<file path="src/rtl/program_loader.sv">
// Boot-image loader: receives a count/data/checksum byte frame and
// writes the assembled 16-bit words into program memory.
module program_loader #(
    parameter int              ADDR_W    = 8,
    parameter int              DATA_W    = 16,
    parameter logic [ADDR_W-1:0] BASE_ADDR = '0
) (
    input  logic              clk,
    input  logic              rst,
    input  logic              start,
    input  logic [7:0]        in_data,
    input  logic              in_valid,
    output logic              in_ready,
    output logic              pm_wr_en,
    output logic [ADDR_W-1:0] pm_addr,
    output logic [DATA_W-1:0] pm_wr_data,
    output logic              busy,
    output logic              done,
    output logic              error,
    output logic [ADDR_W:0]   words_loaded
);

    typedef enum logic [2:0] {
        S_IDLE,
        S_COUNT,
        S_HI,
        S_LO,
        S_CHECK,
        S_DONE,
        S_ERROR
    } state_t;

    localparam logic [ADDR_W:0] FULL_CNT = {1'b1, {ADDR_W{1'b0}}};
    localparam logic [ADDR_W:0] ONE_CNT  = {{ADDR_W{1'b0}}, 1'b1};

    state_t          state;
    state_t          state_nx;
    logic            ready_nx;
    logic            accept;
    logic [ADDR_W:0] remaining;
    logic [7:0]      hi_byte;
    logic [7:0]      csum;

    assign accept = in_valid && in_ready;

    // Next-state logic; in_ready is registered from the next state
    always_comb begin
        state_nx = state;
        ready_nx = 1'b0;
        unique case (state)
            S_IDLE, S_DONE, S_ERROR: if (start) state_nx = S_COUNT;
            S_COUNT: if (accept) state_nx = S_HI;
            S_HI:    if (accept) state_nx = S_LO;
            S_LO:
                if (accept)
                    state_nx = (remaining > ONE_CNT) ? S_HI : S_CHECK;
            S_CHECK:
                if (accept)
                    state_nx = (in_data == csum) ? S_DONE : S_ERROR;
            default: state_nx = S_IDLE;
        endcase
        ready_nx = (state_nx == S_COUNT) || (state_nx == S_HI) ||
                   (state_nx == S_LO) || (state_nx == S_CHECK);
    end

    // State register and handshake ready flop
    always_ff @(posedge clk) begin
        if (rst) begin
            state    <= S_IDLE;
            in_ready <= 1'b0;
        end else begin
            state    <= state_nx;
            in_ready <= ready_nx;
        end
    end

    // Datapath: count, checksum, word assembly, write port and flags
    always_ff @(posedge clk) begin
        if (rst) begin
            pm_wr_en     <= 1'b0;
            pm_addr      <= '0;
            pm_wr_data   <= '0;
            busy         <= 1'b0;
            done         <= 1'b0;
            error        <= 1'b0;
            words_loaded <= '0;
            remaining    <= '0;
            hi_byte      <= '0;
            csum         <= '0;
        end else begin
            pm_wr_en <= 1'b0;
            case (state)
                S_IDLE, S_DONE, S_ERROR: begin
                    if (start) begin
                        done         <= 1'b0;
                        error        <= 1'b0;
                        words_loaded <= '0;
                        csum         <= '0;
                        busy         <= 1'b1;
                    end
                end
                S_COUNT: begin
                    if (accept)
                        remaining <= (in_data == 8'd0) ? FULL_CNT
                                   : (ADDR_W+1)'(in_data);
                end
                S_HI: begin
                    if (accept) begin
                        hi_byte <= in_data;
                        csum    <= csum + in_data;
                    end
                end
                S_LO: begin
                    if (accept) begin
                        pm_wr_en     <= 1'b1;
                        pm_addr      <= BASE_ADDR
                                      + words_loaded[ADDR_W-1:0];
                        pm_wr_data   <= DATA_W'({hi_byte, in_data});
                        words_loaded <= words_loaded + ONE_CNT;
                        remaining    <= remaining - ONE_CNT;
                        csum         <= csum + in_data;
                    end
                end
                S_CHECK: begin
                    if (accept) begin
                        busy  <= 1'b0;
                        done  <= (in_data == csum);
                        error <= (in_data != csum);
                    end
                end
                default: ;
            endcase
        end
    end

endmodule

</file>
<file path="config.mk">
export PLATFORM = sky130hd
export DESIGN_NAME = program_loader
export DESIGN_NICKNAME = d
export VERILOG_FILES = /design/src/rtl/program_loader.sv
export SDC_FILE = /design/constraint.sdc
export NUM_CORES = 1
export LEC_CHECK = 0
export CORE_MARGIN = 5
export CORE_UTILIZATION = 58
export DETAILED_ROUTE_END_ITERATION = 6
export MAX_ROUTING_LAYER = met4
export PLACE_DENSITY_LB_ADDON = 0.25
export REMOVE_ABC_BUFFERS = 1
export SETUP_SLACK_MARGIN = 0.3
export SYNTH_ARGS = -nofsm -noshare
export SYNTH_HDL_FRONTEND = slang
export SYNTH_SLANG_ARGS = --single-unit
</file>
<file path="constraint.sdc">
create_clock -name clk -period 4.9 [get_ports clk]
set_input_delay 0.49 -clock clk [delete_from_list [all_inputs] [get_ports clk]]
set_output_delay 0.49 -clock clk [all_outputs]
set_load 0.02 [all_outputs]
</file>
==> results of run 1 <==
==> power by group through the flow <==
| stage | registers [mW] | clock network, mW | logic [mW] |
|---|---|---|---|
| after CTS | 0.558 | 0.508 | 0.106 |
| final | 0.558 | 0.505 | 0.107 |
| after floorplan | 0.570 | 0 | 0.0600 |
| after detailed placement | 0.570 | 0 | 0.104 |
| after global routing | 0.560 | 0.538 | 0.117 |
| after global placement | 0.570 | 0 | 0.102 |
==> per-stage QoR <==
step	hold WS, ns	worst slack [ns]
2_1_floorplan	0.4223	2.896
3_3_place_gp	0.4382	2.159
3_5_place_dp	0.4433	2.101
4_1_cts	0.4552	2.312
5_1_grt	0.4774	1.986
6_report	0.4493	2.288
==> worst min-delay path, stage by stage (launching register included) <==
cell     delay, ns
dfxtp_1       0.31
nand2_1       0.05
a21oi_1       0.05
==> cell usage in the layout, fill, tap and decap left out, types with 2 or more instances in the layout <==
cell              n
nand3_1          12
a21oi_1          57
a211oi_1          8
nor2b_1           4
nor4_1            4
and2_1            3
clkbuf_8          9
o21a_1            4
a2111oi_0         2
ha_1             10
nor2_2            2
nand2b_1          5
and4_1            2
clkinv_2          3
o21bai_1          2
nor2_1           34
clkdlybuf4s50_1  48
nand2_1          72
mux2i_1           4
and3_1            2
a221oi_1          2
inv_1            15
dfxtp_1          66
nor3_1            4
bufinv_16         2
xnor2_1          11
o22ai_1           3
or3_1             3
o21ai_0          22
==> layer usage <==
metal / GRT usage / up-vias / wire, um
met1: 0.2896 / 1435 / 3500
met5: - / - / 0
met3: 0.05534 / 24 / 546
met2: 0.3545 / 103 / 3696
met4: 0.08201 / 0 / 150
li1: - / 1487 / -
==> flip-flops by register name, indices dropped and copies added, names as in the netlist <==
register	count
done	1
busy	1
words_loaded	9
pm_wr_en	1
pm_addr	8
pm_wr_data	16
state	3
in_ready	1
remaining	9
csum	8
error	1
hi_byte	8
==> cells by family after synthesis <==
logic type      after synthesis  synth area share
compound gates              115            0.2205
xor+xnor                     12           0.03210
fa+ha+maj                    11           0.04433
buf+inv                      37           0.04891
flops                        66            0.4035
mux                           6           0.01911
simple gates                159            0.2316
==> layout make-up <==
class,count,area share
sequential,66,0.3334
timing repair buffer,49,0.1225
clock buffer,9,0.03126
inverter,15,0.01421
tap,72,0.02273
multi-input combinational,303,0.4525
clock inverter,7,0.02337
==> how the worst max path moves through the flow <==
stage | cells after the start | startpoint | slack (ns) | endpoint
detailed placement | 9 | in_data[0] | 2.10 | csum[6]$_SDFFE_PP0P_
global placement | 9 | in_data[0] | 2.16 | csum[6]$_SDFFE_PP0P_
finish | 5 | state[0]$_SDFF_PP0_ | 2.29 | in_ready$_SDFF_PP0_
floorplan | 8 | in_data[0] | 2.90 | csum[6]$_SDFFE_PP0P_
global route | 4 | state[0]$_SDFF_PP0_ | 1.99 | pm_wr_data[13]$_SDFFE_PP0P_
CTS | 5 | state[0]$_SDFF_PP0_ | 2.31 | in_ready$_SDFF_PP0_
==> key figures, run 1 <==
Outcome
  • Status: finished clean

GRT
  • Largest net degree at the start of global routing: between 60 and 70
  • GRT Overall Usage: 0.2286
  • Vias in the first global route: ~2800
  • Grt ovf: 0
  • First-pass GRT wire length: 13230 um
  • Antenna violations before repair: 0

Power
  • P_leak: around 1.4 nW
  • Power Total: 1.170 mW
  • Part of the power in the clock network: 0.432
  • Maximum vdd drop: ~250 uV
  • PwrDens: 295.3 mW/mm2
  • Comb power frac: 0.091
  • Int Pwr: approximately 0.87 mW
  • NetSw: 0.2972 mW
  • Part of the power in registers: 0.477
  • Sw Share: 0.2540

STA
  • Final Skew: 0.005792 ns
  • Pin slew with the least headroom to its limit: 1.068 ns
  • Final Hold Fails: 0
  • RSZ-0062 raised after global routing: no
  • Min Tclk post-route: ~2.6 ns
  • Setup TNS: 0 ns
  • Fin crit share: 0.5330
  • Setup Viol. Count Final: 0
  • Max-slew violations: 0
  • Max-slew headroom: 0.2883
  • Fmax: 0.3829 GHz

CTS
  • Number of CTS-inserted buffers: 9
  • Post-CTS sizing: 0
  • Total setup buffers inserted after CTS: 0
  • CTS sink count: 66
  • Skew-Pair Late Insertion Delay: approximately 0.34 ns
  • Root Buffer: clkbuf_8
  • CTS max path bufs: 2
  • Number of hold buffers added after CTS: 0
  • Clock-pin transition on the worst setup and hold timing paths: 0.08 ns
  • CTS H-tree depth: 3
  • CTS tree: done

Setup path
  • Crit path cell chain: and4b_1, nand2_4, o21ai_0, nor2_1, mux2_1
  • Crit. End Element: register
  • CP max stage delay: 0.79 ns
  • Max FO, Critical Path: 27
  • Reg2Reg Launch Point: state[0]$_SDFF_PP0_
  • Worst EP arrival: 2.85 ns
  • Reg-to-reg critical path endpoint: in_ready$_SDFF_PP0_
  • Crit Path Category: reg -> reg
  • CP startpoint kind: register
  • Top delay family on crit path: simple AND/OR/NAND/NOR gates
  • Reg-to-reg slack, setup: 2.29 ns
  • CP required: 5.13 ns
  • Register-to-Register Path Depth: 5
  • WP buf/inv: 0
  • Slowest cell on the critical path: dfxtp_1

Yosys
  • Area share of the leading cell type in the synthesized netlist: 0.4035
  • Post-Synthesis Cells: 406
  • EDFF count, synth: 0
  • Synth Register Bits: 66
  • Most frequent cells after synthesis: nand2_1 (72), dfxtp_1 (66), a21oi_1 (57)
  • Yosys warnings: 0
  • Sequential fraction of the synthesis area: 0.4035
  • Area contributors post-synth: dfxtp_1 (40%), a21oi_1 (8.7%), nand2_1 (8.3%), nor2_1 (3.9%), ha_1 (3.8%)
  • Most common cell in the netlist: nand2_1
  • Number of library cell types mapped by synthesis: 59
  • Ys flop type: dfxtp_1
  • Cell accounting for the most synthesized area: dfxtp_1
  • Ys async rst share: 0
  • Post-Syn Area: 0.003274 mm2
  • Syn avg cell area: 8.065 um2

Routing
  • DR DRC count: 0
  • Drt pass-1 iters: 7
  • Antenna viol nets, final: 0
  • Total wire length: 7894 um
  • Drt wl/cell: 15.15 um
  • DR iter-0 viols: roughly 190
  • Vias: ~3000
  • Post-DR vias/cell: 5.852

Final layout
  • Area grow syn2layout: 21.02%
  • Register area: ~0.0013 mm2
  • Antenna cell count: 0
  • Fin cells: between 500 and 600
  • Count of nets after finishing: 467
  • Share of cells above drive strength 1: 0.06682
  • Finished Core Util: 0.7196
  • Final Cell Area: 0.003963 mm2
  • Footprint of the multi-input gates: approximately 0.0018 mm2
  • Fillers: about 450

Floorplanning
  • DIE HEIGHT: 85.14 um
  • Top-Level Pins: 50
  • Row cnt: 27
  • Core Area: 0.005507 mm2
  • Starting Density: 0.5946
  • Total die area: 0.007248 mm2
  • Die W: 85.14 um

Run
  • Max cap viols: 0

Place
  • Port Buffer Count: just under 50
  • Detail Placement HPWL: 5369 um
  • Placer Congestion: 0.9032
  • Cells after DPL: 505
  • DP Area: 0.003746 mm2

Hold path
  • HP Start: hi_byte[0]$_SDFFE_PP0P_
  • Hold Crit Class: reg -> reg
  • Hold path depth: 2
  • Hold EP: pm_wr_data[8]$_SDFFE_PP0P_
Note: power is estimated with default switching activity, not from simulation.
==> run 2: changes to the inputs <==
--- a/config.mk
+++ b/config.mk
@@ -6,7 +6,7 @@
 export NUM_CORES = 1
 export LEC_CHECK = 0
 export CORE_MARGIN = 5
-export CORE_UTILIZATION = 58
+export CORE_UTILIZATION = 54
 export DETAILED_ROUTE_END_ITERATION = 6
 export MAX_ROUTING_LAYER = met4
 export PLACE_DENSITY_LB_ADDON = 0.25
==> constraint.sdc (replaced) <==
create_clock -name clk -period 2.52 [get_ports clk]
set_input_delay 0.252 -clock clk [delete_from_list [all_inputs] [get_ports clk]]
set_output_delay 0.252 -clock clk [all_outputs]
set_load 0.02 [all_outputs]
==> run 2 against run 1 <==
Sequential power up 94%; critical endpoint is now csum[6]$_SDFFE_PP0P_; register-to-register slack lost 1.7 ns; setup slack got worse by 1.8 ns; routed wire length grew 2.3%; clock-buffer cell count is 1 higher; sequential cell count is the same; clock skew is 0.0053 ns higher; combinational power up 110%; cell count grew 2.5%; design area rose by 2.9%.
==> key figures, run 2 (same netlist as run 1, synthesis figures left out) <==
Outcome
  • Status: finished clean

Place
  • Port Buffer Count: 49 (unchanged)
  • Cells after DPL: 518 (+2.6%)
  • Placer Congestion: 0.9483 (+5.0%)
  • Detail Placement HPWL: 5737 um (+6.9%)
  • Setup WS pre-CTS: 0.07146 ns (-2.030 ns)

GRT
  • Vias in the first global route: 2931 (+3.9%)
  • Largest net degree at the start of global routing: 45 (-26%)
  • GRT Overall Usage: 0.2342 (+0.005580)
  • GRT met1 Usage: 0.2885 (-0.001024)
  • Grt ovf: 0 (unchanged)
  • Global routing usage on met2: 0.3541 (-0.0004102)
  • Antenna violations before repair: 0 (unchanged)
  • M3 GR Usage: 0.04986 (-0.005481)
  • First-pass GRT wire length: 13770 um (+4.1%)
  • Gr busiest metal: met2

Final layout
  • Share of cells above drive strength 1: 0.08932 (+0.02251)
  • Count of nets after finishing: 477 (+2.1%)
  • Max FFs per register: 16 (unchanged)
  • Antenna cell count: 0 (unchanged)
  • Fin cells: 534 (+2.5%)
  • Most common cell after layout, fill and taps aside: nand2_1
  • Largest Register: pm_wr_data
  • Most frequent cells in the layout: nand2_1 (72), dfxtp_1 (66), a21oi_1 (57), clkdlybuf4s50_1 (48), nor2_1 (34)
  • Top flop regs: pm_wr_data x16, remaining x9, words_loaded x9
  • Area grow syn2layout: 24.49%

STA
  • Setup TNS: 0 ns (unchanged)
  • Pin slew with the least headroom to its limit: 0.6312 ns (-0.4364 ns)
  • Final hold slack: 0.2711 ns (-0.1782 ns)
  • Fin crit share: 0.7910
  • Min Tclk post-route: 1.993 ns
  • Max-slew violations: 0 (unchanged)
  • Final Hold Fails: 0 (unchanged)
  • RSZ-0062 raised after global routing: no
  • Setup WS post-layout: 0.5268 ns (-1.761 ns)
  • Fmax: between 0.5 and 0.6 GHz
  • Final Skew: 0.01104 ns (+0.005253 ns)
  • Setup Viol. Count Final: 0 (unchanged)
  • Max-slew headroom: 0.5760 (+0.2877)

Floorplanning
  • DIE HEIGHT: 87.87 um (+3.2%)
  • Top-Level Pins: 50 (unchanged)
  • Starting Density: 0.5530 (-0.04159)
  • Die W: 87.87 um (+3.2%)
  • Total die area: 0.007721 mm2 (+6.5%)
  • Row cnt: 28 (+3.7%)
  • Core Area: 0.005921 mm2 (+7.5%)

CTS
  • CTS H-tree depth: 3 (unchanged)
  • CTS tree: done
  • Total setup buffers inserted after CTS: 0 (unchanged)
  • Clock-pin transition on the worst setup and hold timing paths: 0.07 ns (about the same)
  • Number of CTS-inserted buffers: 9 (unchanged)
  • CTS sink count: 66 (unchanged)
  • Root Buffer: clkbuf_8
  • Skew-Pair Late Insertion Delay: 0.36 ns (+0.02 ns)
  • CTS max path bufs: 2 (unchanged)

Setup path
  • CP startpoint kind: primary input
  • CP required: 2.76 ns (-2.37 ns)
  • Max FO, Critical Path: 3 (-89%)
  • Crit Path Category: in -> reg
  • Crit. End Element: register
  • Worst EP arrival: 2.23 ns (-0.62 ns)

Routing
  • DR iter-0 viols: 292 (+57%)
  • DR DRC count: 0 (unchanged)
  • Drt wl/cell: 15.13 um (-0.15%)
  • Drt pass-1 iters: 4 (-3)
  • Vias: 3006 (-1.4%)
  • Total wire length: 8079 um (+2.3%)
  • Antenna viol nets, final: 0 (unchanged)
  • Post-DR vias/cell: 5.629 (-3.8%)

Power
  • PwrDens: 587.2 mW/mm2 (+99%)
  • Power Total: 2.394 mW (+100%)
  • Maximum vdd drop: 403.8 uV (+64%)
  • P_leak: 1.414 nW (+3.9%)

Hold path
  • Hold Crit Class: in -> reg

Run
  • Max cap viols: 0 (unchanged)
-- run 2: changes by cell type in the layout (fill, tap and decap cells not counted), sizes merged --
cell,change
bufinv,+1
clkinvlp,+1
clkinv,-2
clkbuf,+1
buf,+10
inv,-1
-- run 2: what timing repair did --
item,in CTS,in global routing
setup endpoints to repair,0,1
hold buffers,0,0
gates resized for setup,0,3
-- run 2: path summary, 6_finish.rpt --
check / from / endpoint / depth (start not counted) / slack (ns)
max reg2reg: csum[0]$_SDFFE_PP0P_ / csum[6]$_SDFFE_PP0P_ / 8 / 0.58
min reg2reg: hi_byte[7]$_SDFFE_PP0P_ / pm_wr_data[15]$_SDFFE_PP0P_ / 2 / 0.45
min: rst / csum[2]$_SDFFE_PP0P_ / 2 / 0.27
max: in_data[0] / csum[6]$_SDFFE_PP0P_ / 9 / 0.53
-- run 2: area by class of cell --
type	count	area (um2)
Multi-Input combinational cell	303	1802
Fill cell	493	1844
Tap cell	75	93.84
Timing Repair Buffer	59	560.5
Clock inverter	6	115.1
Inverter	15	56.30
Sequential cell	66	1321
Clock buffer	10	127.6
-- run 2: critical path: stages --
cell	delay [ns]
clkdlybuf4s50_1	0.48
ha_1	0.17
inv_1	0.06
fa_1	0.39
nor2b_2	0.17
o31a_1	0.16
o21ai_1	0.08
and4_1	0.20
a311o_1	0.26
-- run 2: metrics by stage --
stage	utilization	area, um2
6_report	0.6885	4076
5_1_grt	0.6885	4076
4_1_cts	0.6870	4068
3_5_place_dp	0.6460	3825
3_3_place_gp	0.6460	3825
2_1_floorplan	-	3171
-- run 2: power by group --
group | switching [mW] | total (mW) | internal (mW)
combinational | 0.136 | 0.228 | 0.0923
sequential | 0.0209 | 1.08 | 1.06
clock | 0.428 | 1.09 | 0.661
total | 0.584 | 2.39 | 1.81
-- run 2: routing by layer --
layer | part of all wire | vias to the layer above | wire length (um)
li1 | - | 1505 | -
met3 | 0.071 | 26 | 570
met2 | 0.47 | 117 | 3791
met5 | 0 | - | 0
met1 | 0.43 | 1358 | 3456
met4 | 0.032 | 0 | 261
==> run 3: changes to the inputs <==
==> constraint.sdc (replaced) <==
create_clock -name clk -period 1.85 [get_ports clk]
set_input_delay 0.185 -clock clk [delete_from_list [all_inputs] [get_ports clk]]
set_output_delay 0.185 -clock clk [all_outputs]
set_load 0.02 [all_outputs]
==> run 3 against run 2 <==
Hold slack gained 0.060 ns; clock-buffer cell count down 1; register-to-register slack got worse by 0.65 ns; sequential cell count did not move; total power up 42%; non-clock buffer count grew 63; the flow now finishes with violations (DRC, setup timing); first-iteration DRC count is 57% higher; highest routed layer unchanged; global-route usage rose by 3.1 points.
==> key figures, run 3 (same netlist as run 1, synthesis figures left out) <==
STA
  • Setup Viol. Count Final: 2 (+2)
  • Max-slew headroom: 0.5926 (+0.01662)
  • Max-slew violations: 0 (unchanged)
  • Final Hold Fails: 0 (unchanged)
  • Min Tclk post-route: 1.924 ns
  • Fmax: 0.5199 GHz
  • Setup TNS: -0.1376 ns (-0.1376 ns)
  • Final Skew: 0.006981 ns (-0.004064 ns)
  • Setup WS post-layout: -0.07362 ns (-0.6004 ns)
  • Pin slew with the least headroom to its limit: 0.6111 ns (-0.02007 ns)
  • Fin crit share: 1.040
  • RSZ-0062 raised after global routing: yes

Setup path
  • Crit path cell chain: ha_4, inv_2, fa_2, nor2b_4, o31a_1, o21ai_2, and4_1, a311o_1
  • WP buf/inv: 1 (-1)
  • Worst EP arrival: 2.16 ns (-0.07 ns)
  • Max FO, Critical Path: 2 (-1)
  • Worst Setup SP: csum[0]$_SDFFE_PP0P_
  • CP startpoint kind: register
  • Slowest cell on the critical path: fa_2
  • Crit. End Element: register
  • CP required: 2.09 ns (-0.67 ns)
  • Reg2Reg Launch Point: csum[0]$_SDFFE_PP0P_
  • Top delay family on crit path: compound AO/OA/AOI/OAI gates
  • CP max stage delay: 0.37 ns (-0.11 ns)
  • Crit Path Category: reg -> reg

Outcome
  • Status: complete, but fails checks
  • Failing checks: DRC, setup timing

Routing
  • DR DRC count: 6 (+6)
  • Antenna viol nets, final: 0 (unchanged)
  • Drt pass-1 iters: 7 (+3)
  • Vias: 3822 (+27%)
  • M1 wire length: 4809 um (+39%)
  • Routed met2 length: 6288 um (+66%)
  • DR iter-0 viols: 459 (+57%)
  • Total wire length: 13070 um (+62%)
  • Max Used Layer: met4
  • Met3 routed WL: 1165 um (+100%)
  • Drt wl/cell: 21.85 um (+44%)
  • Post-DR vias/cell: 6.391 (+14%)

Final layout
  • Antenna cell count: 0 (unchanged)
  • Most common cell after layout, fill and taps aside: dfxtp_1
  • Top flop regs: pm_wr_data x16, remaining x9, words_loaded x9
  • Count of nets after finishing: 541 (+13%)
  • Max FFs per register: 16 (unchanged)
  • Fin cells: 598 (+12%)
  • Largest Register: pm_wr_data
  • Final Cell Area: 0.005269 mm2 (+29%)
  • Finished Core Util: 0.8899 (+0.2014)
  • Share of cells above drive strength 1: 0.3786 (+0.2893)
  • Most frequent cells in the layout: dfxtp_1 (55), nand2_1 (53), buf_4 (49), a21oi_1 (36), clkdlybuf4s50_1 (36)
  • Area grow syn2layout: 60.91%

Place
  • Detail Placement HPWL: 6158 um (+7.4%)
  • Port Buffer Count: 49 (unchanged)
  • Cells after DPL: 554 (+6.9%)
  • Placer Congestion: 0.9249 (-2.5%)
  • Setup WS pre-CTS: -0.5550 ns (-0.6265 ns)
  • DP Area: 0.004120 mm2 (+7.7%)

Floorplanning
  • Total die area: 0.007721 mm2 (unchanged)
  • DIE HEIGHT: 87.87 um (unchanged)
  • Core Area: 0.005921 mm2 (unchanged)
  • Row cnt: 28 (unchanged)
  • Die W: 87.87 um (unchanged)
  • Top-Level Pins: 50 (unchanged)
  • Starting Density: 0.5530 (unchanged)

Run
  • Max cap viols: 0 (unchanged)

CTS
  • Clock-pin transition on the worst setup and hold timing paths: 0.08 ns (about the same)
  • CTS sink count: 66 (unchanged)
  • Skew-Pair Late Insertion Delay: 0.35 ns (about the same)
  • CTS H-tree depth: 3 (unchanged)
  • Root Buffer: clkbuf_8
  • CTS tree: done
  • CTS max path bufs: 2 (unchanged)
  • Number of CTS-inserted buffers: 9 (unchanged)

Power
  • PwrDens: 647.0 mW/mm2 (+10%)
  • P_leak: 2.041 nW (+44%)
  • Maximum vdd drop: 661.3 uV (+64%)

GRT
  • Antenna violations before repair: 0 (unchanged)
  • Grt ovf: 0 (unchanged)
  • First-pass GRT wire length: 15550 um (+13%)
  • Largest net degree at the start of global routing: 34 (-24%)
  • Vias in the first global route: 3351 (+14%)
  • GRT Overall Usage: 0.2654 (+0.03124)

Hold path
  • Hold Crit Class: in -> reg
  • HP Start: rst
run 3: power by group:
part	switching, mW	total [mW]	internal, mW
clock network	0.636	1.41	0.770
logic	0.299	0.536	0.237
registers	0.0304	1.47	1.44
run 3: metal layers:
| layer | global-route usage | up-vias |
|---|---|---|
| met5 | - | - |
| met4 | 0.1437 | 0 |
| met3 | 0.04610 | 85 |
| met2 | 0.4384 | 272 |
| met1 | 0.3047 | 1821 |
| li1 | - | 1644 |
run 3: final timing paths:
| kind | end | slack (ns) | depth (start not counted) |
|---|---|---|---|
| worst max-delay path | csum[6]$_SDFFE_PP0P_ | -0.07 | 8 |
| worst min-delay path | csum[2]$_SDFFE_PP0P_ | 0.33 | 2 |
| worst max register to register | csum[6]$_SDFFE_PP0P_ | -0.07 | 8 |
| worst min register to register | pm_addr[2]$_SDFFE_PP0P_ | 0.46 | 2 |
run 3: area by class of cell:
cell class                 count  area [um2]
clock buffer                   9       123.9
clock inverter                 7       101.3
fill                         260       651.9
inverter                      15       56.30
multi-input combinational    304        2370
sequential                    66        1345
tap                           75       93.84
timing repair buffer         122        1179
run 3: per-stage QoR:
| stage | hold WS [ns] | power, mW |
|---|---|---|
| floorplan | 0.2541 | 1.668 |
| global placement | 0.4352 | 1.848 |
| detailed placement | 0.4431 | 1.856 |
| CTS | 0.3083 | 3.259 |
| global route | 0.3687 | 3.485 |
| finish | 0.3311 | 3.409 |
run 3: repair_timing:
action,CTS,global route
gates cloned,0,4
buffers inserted,11,13
hold buffers,0,0
endpoints found under the setup margin,70,60
gates resized for setup,80,98
pin swaps,23,64
run 3: worst reg2reg max path, delay by kind of cell, from the launching register on:
kind,cells,cell delay (ns)
AO/OA/AOI/OAI,3,0.61
adder cells (fa/ha/maj),2,0.52
flip-flops,1,0.36
AND/OR/NAND/NOR,2,0.28
buffers and inverters,1,0.04
